<file path="config.mk">
export PLATFORM = sky130hd
export DESIGN_NAME = alu_seq_core
export DESIGN_NICKNAME = d
export VERILOG_FILES = /design/src/rtl/alu_seq_core.sv
export SDC_FILE = /design/constraint.sdc
export NUM_CORES = 1
export LEC_CHECK = 0
export ABC_AREA = 1
export BUFFER_PORTS_ARGS = -buffer_cell sky130_fd_sc_hd__clkbuf_2
export CAP_MARGIN = 20
export CELL_PAD_IN_SITES_DETAIL_PLACEMENT = 2
export CELL_PAD_IN_SITES_GLOBAL_PLACEMENT = 2
export CORE_ASPECT_RATIO = 0.8
export CORE_MARGIN = 2
export CORE_UTILIZATION = 31
export CTS_CLUSTER_SIZE = 10
export DETAILED_ROUTE_END_ITERATION = 12
export PLACE_DENSITY = 0.76
export SKIP_CTS_REPAIR_TIMING = 1
export SYNTH_ARGS = -nofsm -noshare
export SYNTH_HDL_FRONTEND = slang
export SYNTH_SLANG_ARGS = --single-unit
export TNS_END_PERCENT = 20
</file>
<file path="constraint.sdc">
create_clock -name clk -period 7.95 [get_ports clk]
set_input_delay 1.59 -clock clk [delete_from_list [all_inputs] [get_ports clk]]
set_output_delay 1.59 -clock clk [all_outputs]
set_load 0.05 [all_outputs]
</file>
<file path="src/rtl/alu_seq_core.sv">
// alu_seq_core
// Multi-cycle integer ALU: add, sub, multiply (radix-2 Booth) and divide
// (non-restoring) on WIDTH-bit operands, signed or unsigned per request.
// One operation in flight; valid/ready handshake on both sides.
//
// Ports:
//   clk, rst            rising-edge clock, synchronous active-high reset
//   operand_a/_b        operands (dividend/divisor, multiplicand/multiplier)
//   operation           000 add, 001 sub, 010 mul, 011 div, others reserved
//   op_signed           1 = two's-complement operands
//   in_valid/in_ready   request handshake
//   result              2*WIDTH result, {remainder, quotient} for div
//   out_valid/out_ready result handshake
//   div_zero, op_error  status, qualified by out_valid
//   busy                iterating a mul or div
//
// Build option: define ALU_DIV_EN to include the divider. Without it,
// operation 011 completes as a reserved op and div_zero is tied to 0.
module alu_seq_core #(
    parameter int unsigned WIDTH = 32
) (
    input  logic               clk,
    input  logic               rst,
    input  logic [WIDTH-1:0]   operand_a,
    input  logic [WIDTH-1:0]   operand_b,
    input  logic [2:0]         operation,
    input  logic               op_signed,
    input  logic               in_valid,
    output logic               in_ready,
    output logic [2*WIDTH-1:0] result,
    output logic               out_valid,
    input  logic               out_ready,
    output logic               div_zero,
    output logic               op_error,
    output logic               busy
);
    localparam int unsigned CW = $clog2(WIDTH) + 1;
    localparam int unsigned RW = WIDTH + 2;

    localparam logic [2:0] OP_ADD = 3'b000;
    localparam logic [2:0] OP_SUB = 3'b001;
    localparam logic [2:0] OP_MUL = 3'b010;
    localparam logic [2:0] OP_DIV = 3'b011;

    typedef enum logic [1:0] {S_IDLE, S_MUL, S_DIV, S_DONE} state_e;

    state_e             state_q, state_d;
    logic [CW-1:0]      count_q, count_d;
    logic [2*WIDTH-1:0] result_q, result_d;
    logic               err_q, err_d;

    // Booth multiplier: accumulator, left-shifting multiplicand,
    // right-shifting multiplier with the previously examined bit.
    logic [2*WIDTH-1:0] acc_q, acc_d;
    logic [2*WIDTH-1:0] mcand_q, mcand_d;
    logic [WIDTH-1:0]   mplr_q, mplr_d;
    logic               prev_q, prev_d;
    logic               sgn_q, sgn_d;

    logic [2*WIDTH-1:0] ext_a, ext_b, booth_acc;
    logic               accept, last_iter;

`ifdef ALU_DIV_EN
    // Divider works on magnitudes; signs are reapplied on completion.
    logic               dz_q, dz_d;
    logic [RW-1:0]      rem_q, rem_d, rem_shift, rem_n;
    logic [WIDTH-1:0]   quo_q, quo_d, dvsr_q, dvsr_d, quo_n, rem_fix;
    logic               qneg_q, qneg_d, rneg_q, rneg_d;
    logic               a_neg, b_neg;
    logic [2*WIDTH-1:0] div_res;
`endif

    assign in_ready  = (state_q == S_IDLE) && !rst;
    assign out_valid = (state_q == S_DONE);
    assign busy      = (state_q == S_MUL) || (state_q == S_DIV);
    assign result    = result_q;
    assign op_error  = err_q;
`ifdef ALU_DIV_EN
    assign div_zero  = dz_q;
    assign a_neg     = op_signed && operand_a[WIDTH-1];
    assign b_neg     = op_signed && operand_b[WIDTH-1];
`else
    assign div_zero  = 1'b0;
`endif

    assign accept    = in_valid && in_ready;
    assign last_iter = (count_q == CW'(1));
    assign ext_a     = op_signed ? {{WIDTH{operand_a[WIDTH-1]}}, operand_a}
                                 : {{WIDTH{1'b0}}, operand_a};
    assign ext_b     = op_signed ? {{WIDTH{operand_b[WIDTH-1]}}, operand_b}
                                 : {{WIDTH{1'b0}}, operand_b};

    always_comb begin
        booth_acc = acc_q;
        case ({mplr_q[0], prev_q})
            2'b10:   booth_acc = acc_q - mcand_q;
            2'b01:   booth_acc = acc_q + mcand_q;
            default: booth_acc = acc_q;
        endcase
        // The WIDTH+1-bit extended multiplier has a zero top bit when
        // unsigned, which adds one more Booth digit (+M * 2^WIDTH) equal to
        // y[WIDTH-1]; fold it into the final iteration.
        if (last_iter && !sgn_q && mplr_q[0]) begin
            booth_acc = booth_acc + (mcand_q << 1);
        end
    end

`ifdef ALU_DIV_EN
    always_comb begin
        rem_shift = {rem_q[RW-2:0], quo_q[WIDTH-1]};
        if (rem_q[RW-1]) begin
            rem_n = rem_shift + {2'b00, dvsr_q};
        end else begin
            rem_n = rem_shift - {2'b00, dvsr_q};
        end
        quo_n = {quo_q[WIDTH-2:0], ~rem_n[RW-1]};
        // Restoring correction for a negative final remainder is done here,
        // so the last iteration already produces the finished result.
        rem_fix = rem_n[RW-1] ? (rem_n[WIDTH-1:0] + dvsr_q) : rem_n[WIDTH-1:0];
        div_res = {(rneg_q ? -rem_fix : rem_fix), (qneg_q ? -quo_n : quo_n)};
    end
`endif

    always_comb begin
        state_d  = state_q;
        count_d  = count_q;
        result_d = result_q;
        err_d    = err_q;
        acc_d    = acc_q;
        mcand_d  = mcand_q;
        mplr_d   = mplr_q;
        prev_d   = prev_q;
        sgn_d    = sgn_q;
`ifdef ALU_DIV_EN
        dz_d     = dz_q;
        rem_d    = rem_q;
        quo_d    = quo_q;
        dvsr_d   = dvsr_q;
        qneg_d   = qneg_q;
        rneg_d   = rneg_q;
`endif
        case (state_q)
            S_IDLE: begin
                if (accept) begin
                    result_d = '0;
                    err_d    = 1'b0;
`ifdef ALU_DIV_EN
                    dz_d     = 1'b0;
`endif
                    state_d  = S_DONE;
                    case (operation)
                        OP_ADD: result_d = ext_a + ext_b;
                        OP_SUB: result_d = ext_a - ext_b;
                        OP_MUL: begin
                            acc_d   = '0;
                            mcand_d = ext_a;
                            mplr_d  = operand_b;
                            prev_d  = 1'b0;
                            sgn_d   = op_signed;
                            count_d = CW'(WIDTH);
                            state_d = S_MUL;
                        end
`ifdef ALU_DIV_EN
                        OP_DIV: begin
                            if (operand_b == '0) begin
                                result_d = {operand_a, {WIDTH{1'b1}}};
                                dz_d     = 1'b1;
                            end else begin
                                rem_d   = '0;
                                quo_d   = a_neg ? -operand_a : operand_a;
                                dvsr_d  = b_neg ? -operand_b : operand_b;
                                qneg_d  = a_neg ^ b_neg;
                                rneg_d  = a_neg;
                                count_d = CW'(WIDTH);
                                state_d = S_DIV;
                            end
                        end
`endif
                        default: err_d = 1'b1;
                    endcase
                end
            end
            S_MUL: begin
                acc_d   = booth_acc;
                mcand_d = mcand_q << 1;
                mplr_d  = mplr_q >> 1;
                prev_d  = mplr_q[0];
                count_d = count_q - CW'(1);
                if (last_iter) begin
                    result_d = booth_acc;
                    state_d  = S_DONE;
                end
            end
`ifdef ALU_DIV_EN
            S_DIV: begin
                rem_d   = rem_n;
                quo_d   = quo_n;
                count_d = count_q - CW'(1);
                if (last_iter) begin
                    result_d = div_res;
                    state_d  = S_DONE;
                end
            end
`endif
            S_DONE: begin
                if (out_ready) begin
                    state_d = S_IDLE;
                end
            end
            default: state_d = S_IDLE;
        endcase
    end

    always_ff @(posedge clk) begin
        if (rst) begin
            state_q  <= S_IDLE;
            count_q  <= '0;
            result_q <= '0;
            err_q    <= 1'b0;
            acc_q    <= '0;
            mcand_q  <= '0;
            mplr_q   <= '0;
            prev_q   <= 1'b0;
            sgn_q    <= 1'b0;
`ifdef ALU_DIV_EN
            dz_q     <= 1'b0;
            rem_q    <= '0;
            quo_q    <= '0;
            dvsr_q   <= '0;
            qneg_q   <= 1'b0;
            rneg_q   <= 1'b0;
`endif
        end else begin
            state_q  <= state_d;
            count_q  <= count_d;
            result_q <= result_d;
            err_q    <= err_d;
            acc_q    <= acc_d;
            mcand_q  <= mcand_d;
            mplr_q   <= mplr_d;
            prev_q   <= prev_d;
            sgn_q    <= sgn_d;
`ifdef ALU_DIV_EN
            dz_q     <= dz_d;
            rem_q    <= rem_d;
            quo_q    <= quo_d;
            dvsr_q   <= dvsr_d;
            qneg_q   <= qneg_d;
            rneg_q   <= rneg_d;
`endif
        end
    end

endmodule
</file>
# Yosys cells after proc, flatten, opt, wreduce, memory -nomap -nowiden
# Cells that the tools add are included.
[classes]
addsub = 6
eq_ne = 12
muxes = 29
n_reduce_logical = 16
[op_table]
columns = ["operator", "n"]
rows = [
  ["$pmux W64 S2", 5],
  ["$mux W64", 9],
  ["$add A64 B64 Y64", 3],
  ["$sub A64 B64 Y64", 2],
  ["$mux W32", 2],
  ["$pmux W32 S2", 1],
  ["$mux W6", 2],
  ["$pmux W6 S2", 1],
  ["$reduce_and A3 Y1", 4],
  ["$mux W2", 4],
  ["$eq A2 B2 Y1 const B", 3],
  ["$eq A6 B1 Y1 const B", 1],
  ["$pmux W2 S3", 1],
  ["$sub A6 B1 Y6 const B", 1],
  ["$eq A2 B1 Y1 const B", 2],
  ["$logic_and A1 B1 Y1", 4],
  ["$ne A2 B1 Y1 const B", 2],
  ["$ne A2 B2 Y1 const B", 2],
  ["$eq A3 B1 Y1 const B", 1],
  ["$eq A3 B2 Y1 const B", 1],
  ["$logic_not A3 Y1", 1],
  ["$mux W1", 3],
  ["$reduce_or A3 Y1", 1],
  ["$logic_not A1 Y1", 2],
  ["5 further kinds", 5],
]
[totals]
register_bits = 235
input_bits = 72
output_inout_bits = 69
word_cells = 72

# Depth between registers and ports, before layout
[logic_depth]
word_depth = 6
ltp_mapped = 44
mapped_depth_nobuf = 44

# Worst setup path before layout
# No wires, ideal clock.
[synth_path]
kind = "reg-to-reg"
start = "reg mcand_q[1]"
end = "reg result_q[63], in the netlist result[63]"
setup_time_ns = 0.056
arrival_ns = 4.814
required_time_ns = 7.894
setup_slack_ns = 3.080
stages_incl_launch_ff = 38
path_buffers = 0
period_less_slack_ns = 4.870
cell_sequence = "dfxtp_1 inv_1 ha_1 nand3_2 nor3_2 nand3_2 nor4_4 nand2_2 o31ai_1 o21ai_1 xor2_1 ha_1 nand2_1 nor2_1 inv_1 nor2_1 inv_1 nor2_1 [2 not listed] xnor2_1 nand2_1 o21ai_0 inv_1 ha_1 a21oi_1 a21boi_0 nand2_1 a21oi_1 nand2_1 nand2_1 a21oi_1 or2_0 nand2_1 nand3_1 nand3_1 nand2_1 inv_1"
[synth_between]
elab_chain_cells = 6
elab_cells_between_ends = 7
cone_classes = "add/sub (3); mux (4)"
[synth_lines]
columns = ["item", "line", "text"]
rows = [
  ["start, declared", "55", "logic [2*WIDTH-1:0] mcand_q, mcand_d;"],
  ["start signal, assigned", "239", "mcand_q <= mcand_d;"],
  ["$add A64 B64 Y64 or $sub A64 B64 Y64 (tied branches)", "97, 96", ""],
  ["$pmux W64 S2", "95", "case ({mplr_q[0], prev_q})"],
  ["$add A64 B64 Y64", "104", "booth_acc = booth_acc + (mcand_q << 1);"],
  ["$mux W64 (*)", "103", "if (last_iter && !sgn_q && mplr_q[0]) begin"],
  ["$mux W64 (*)", "189", "if (last_iter) begin"],
  ["$pmux W64 S2 (*)", "142", "case (state_q)"],
  ["end signal, assigned", "236", "result_q <= result_d;"],
  ["end, declared", "49", "logic [2*WIDTH-1:0] result_q, result_d;"],
]
# Every way passes the cells marked *; elsewhere a longest branch is shown, timed or not. The select of a mux whose other input is x is not followed.
# A chain may end at the register's enable or synchronous reset.

# Worst setup path after layout
[layout_path]
start = "reg mcand_q[1]"
end = "reg result_q[55], in the netlist result[55]"
# The elaborated chain is that of the path after synthesis.

==> run summary <==
Post-synth cell types -> 56
Clk_lat worst skew -> 0.64 ns
Post-DP HPWL -> 142200 um
CTS buffer count -> 30
Initial antenna violation count -> 1
Final Skew -> 0.02666 ns
WHS Endpoint -> mplr_q[18]
Synth async-reset ratio -> 0%
Post-synth EDFFs -> 0
Worst path max stage delay -> 0.48 ns
Grt ovf -> 0
Setup TNS -> 0 ns
Slew @ Worst Pin -> 1.282 ns
I/O pin total -> 141
Deepest clock path buffer count -> 3
CTS Sinks -> 235
Global-route wire length before repair -> 244700 um
FF-to-FF path depth -> 34
Drt total wl -> 169500 um
FF-to-FF End -> result[55]
Worst reg-to-reg setup slack -> 0.31 ns
R2r startpoint -> mcand_q[1]
Max frequency -> 130.9 MHz
DRC viols -> 0
Die X -> 341.3 um
Hold_sp -> mplr_q[19]
Critical Path RT -> 8.52 ns
Average size of a mapped cell -> 5.620 um^2
Slowest cell on crit path -> ha_1
Die span in y -> 273.8 um
RSZ-0062 raised after global routing -> false
Initial Util -> 31.44%
Post-layout min period -> 7.638 ns
P&R area growth vs syn -> 10.31%
CP Data Arrival Time -> 8.21 ns
Post-DP Area -> 30140 um^2
Sequential area share after synthesis -> 16.67%
Placed Cells -> 6252
Main synth FF type -> dfxtp_1
Root Driver -> clkbuf_16
Crit. End Element -> register
Drt pass-1 iters -> 6
Type of origin of the critical path -> register
Final instance area -> 31120 um^2
CTS tree -> yes
Commonest non-fill, non-tap cell in the layout -> nand2_1
Nets -> 5356
H-tree lvl count -> 1
Final cell count without fillers -> 6299
Max-slew violations -> 0
Cells after Synth -> 5021
Worst Setup SP -> mcand_q[1]
Commonest non-fill, non-tap cells in the layout -> 1294 x nand2_1, 715 x inv_1, 581 x nor2_1, 463 x o21ai_0, 441 x a21oi_1
Port bufs -> 139
GRT Total Usage -> 35.31%
# rows -> 98
Avg WL per Cell -> 26.91 um
CTS clk-pin slew, worst paths -> 0.06 ns
Largest net degree at the start of global routing -> 158
Warnings, synthesis -> 0
Core area -> 89760 um^2
Max-cap violations -> 0
Final Hold Viols -> 0
Worst rel slew slack -> 13.62%
Hold crit path type -> register to register
CP Class -> register to register
Hold Path Depth -> 2
Syn Nets -> 5293
Layout cells sized above 1 -> 6.042%
Gpl congestion -> 1.012
Detail Route Antenna Nets -> 0
DR vias -> 35.18k
CP Max Fanout -> 5
Status -> finished clean
Vias in the first global route -> 35.44k
Die area -> 93460 um^2
Initial DRC count -> 2828
Mapped Area -> 28220 um^2
Routed vias/inst -> 5.585
Synth Register Bits -> 235
Final worst-path cycle share -> 96.07%
Setup violations, final -> 0
[area by class of cell]
| cell class | count | area (um^2) |
|---|---|---|
| Clock inverter | 6 | 130.1 |
| Antenna cell | 1 | 2.502 |
| Fill cell | 11584 | 58630 |
| Timing Repair Buffer | 183 | 1051 |
| Sequential cell | 235 | 4705 |
| Inverter | 728 | 2740 |
| Multi-Input combinational cell | 3906 | 20150 |
| Clock buffer | 40 | 849.6 |
| Tap cell | 1200 | 1501 |
[cells by family (layout without fill, tap and decap cells)]
group                      Yosys count  count (layout)  share of synthesized area [%]
AOI/OAI and AO/OA                 1185            1185                          22.93
xor gates and xnor gates           138             138                          4.284
adders and majority gates          200             200                          8.949
buffers and inverters              880             957                          12.03
DFF                                235             235                          16.67
other                                1               2                        0.01329
and+or+nand+nor                   2382            2382                          35.12
[critical path: cells and delay by family, from the launching register on]
family / cells / cell delay (ns)
AND/OR/NAND/NOR: 23 / 4.40
AO/OA/AOI/OAI: 5 / 1.39
adder cells (fa/ha/maj): 3 / 1.03
flip-flops: 1 / 0.35
buffers and inverters: 2 / 0.19
XOR/XNOR: 1 / 0.19
[cells in the mapped netlist, types with 23 or more instances]
cell	number	share of area, %
nand2_1	1294	17
inv_1	717	9.5
nor2_1	584	7.8
o21ai_0	463	8.2
a21oi_1	441	7.8
nand3_1	301	5.3
dfxtp_1	235	17
ha_1	197	8.7
a31oi_1	109	2.4
clkbuf_1	98	1.3
xor2_1	72	2.2
xnor2_1	66	2.0
nor3_1	54	0.96
nand4_1	43	0.95
o21bai_1	42	1.1
buf_2	41	0.73
a21o_1	23	0.61
[sequential cells by signal (all words and copies together) (netlist names)]
| signal | flops |
|---|---|
| sgn_q | 1 |
| acc_q | 64 |
| count_q | 6 |
| state_q | 2 |
| mcand_q | 64 |
| op_error | 1 |
| mplr_q | 32 |
| result | 64 |
| prev_q | 1 |
[through the flow]
stage               util, %  hold WS, ns  worst slack, ns
finish                34.68       0.4695           0.3125
global route          34.67       0.4923          0.02008
CTS                   34.67       0.4769           0.6795
detailed placement    33.58       0.4677           0.7225
global placement      33.58       0.4595           0.8923
floorplan                 -       0.4426            3.080
[routing by layer]
metal  track usage (%)  wire length [um]  vias up
met4             9.170              4989        0
li1                  -                 -    16522
met5                 0                 0        -
met2             52.22             68670      929
met1             50.79             82790    17568
met3             8.271             13040      161
[worst max path at each step]
stage | end | slack [ns] | cells after the start
final | result[55] | 0.31 | 34
after global routing | result[54] | 0.02 | 39
after CTS | result[54] | 0.68 | 39
after detailed placement | result[54] | 0.72 | 39
after global placement | acc_q[58] | 0.89 | 38
after floorplan | result[63] | 3.08 | 37
Power is left out: the tool's default activity adds up to more than one toggle a clock period on the data nets, which glitch-free logic cannot reach.
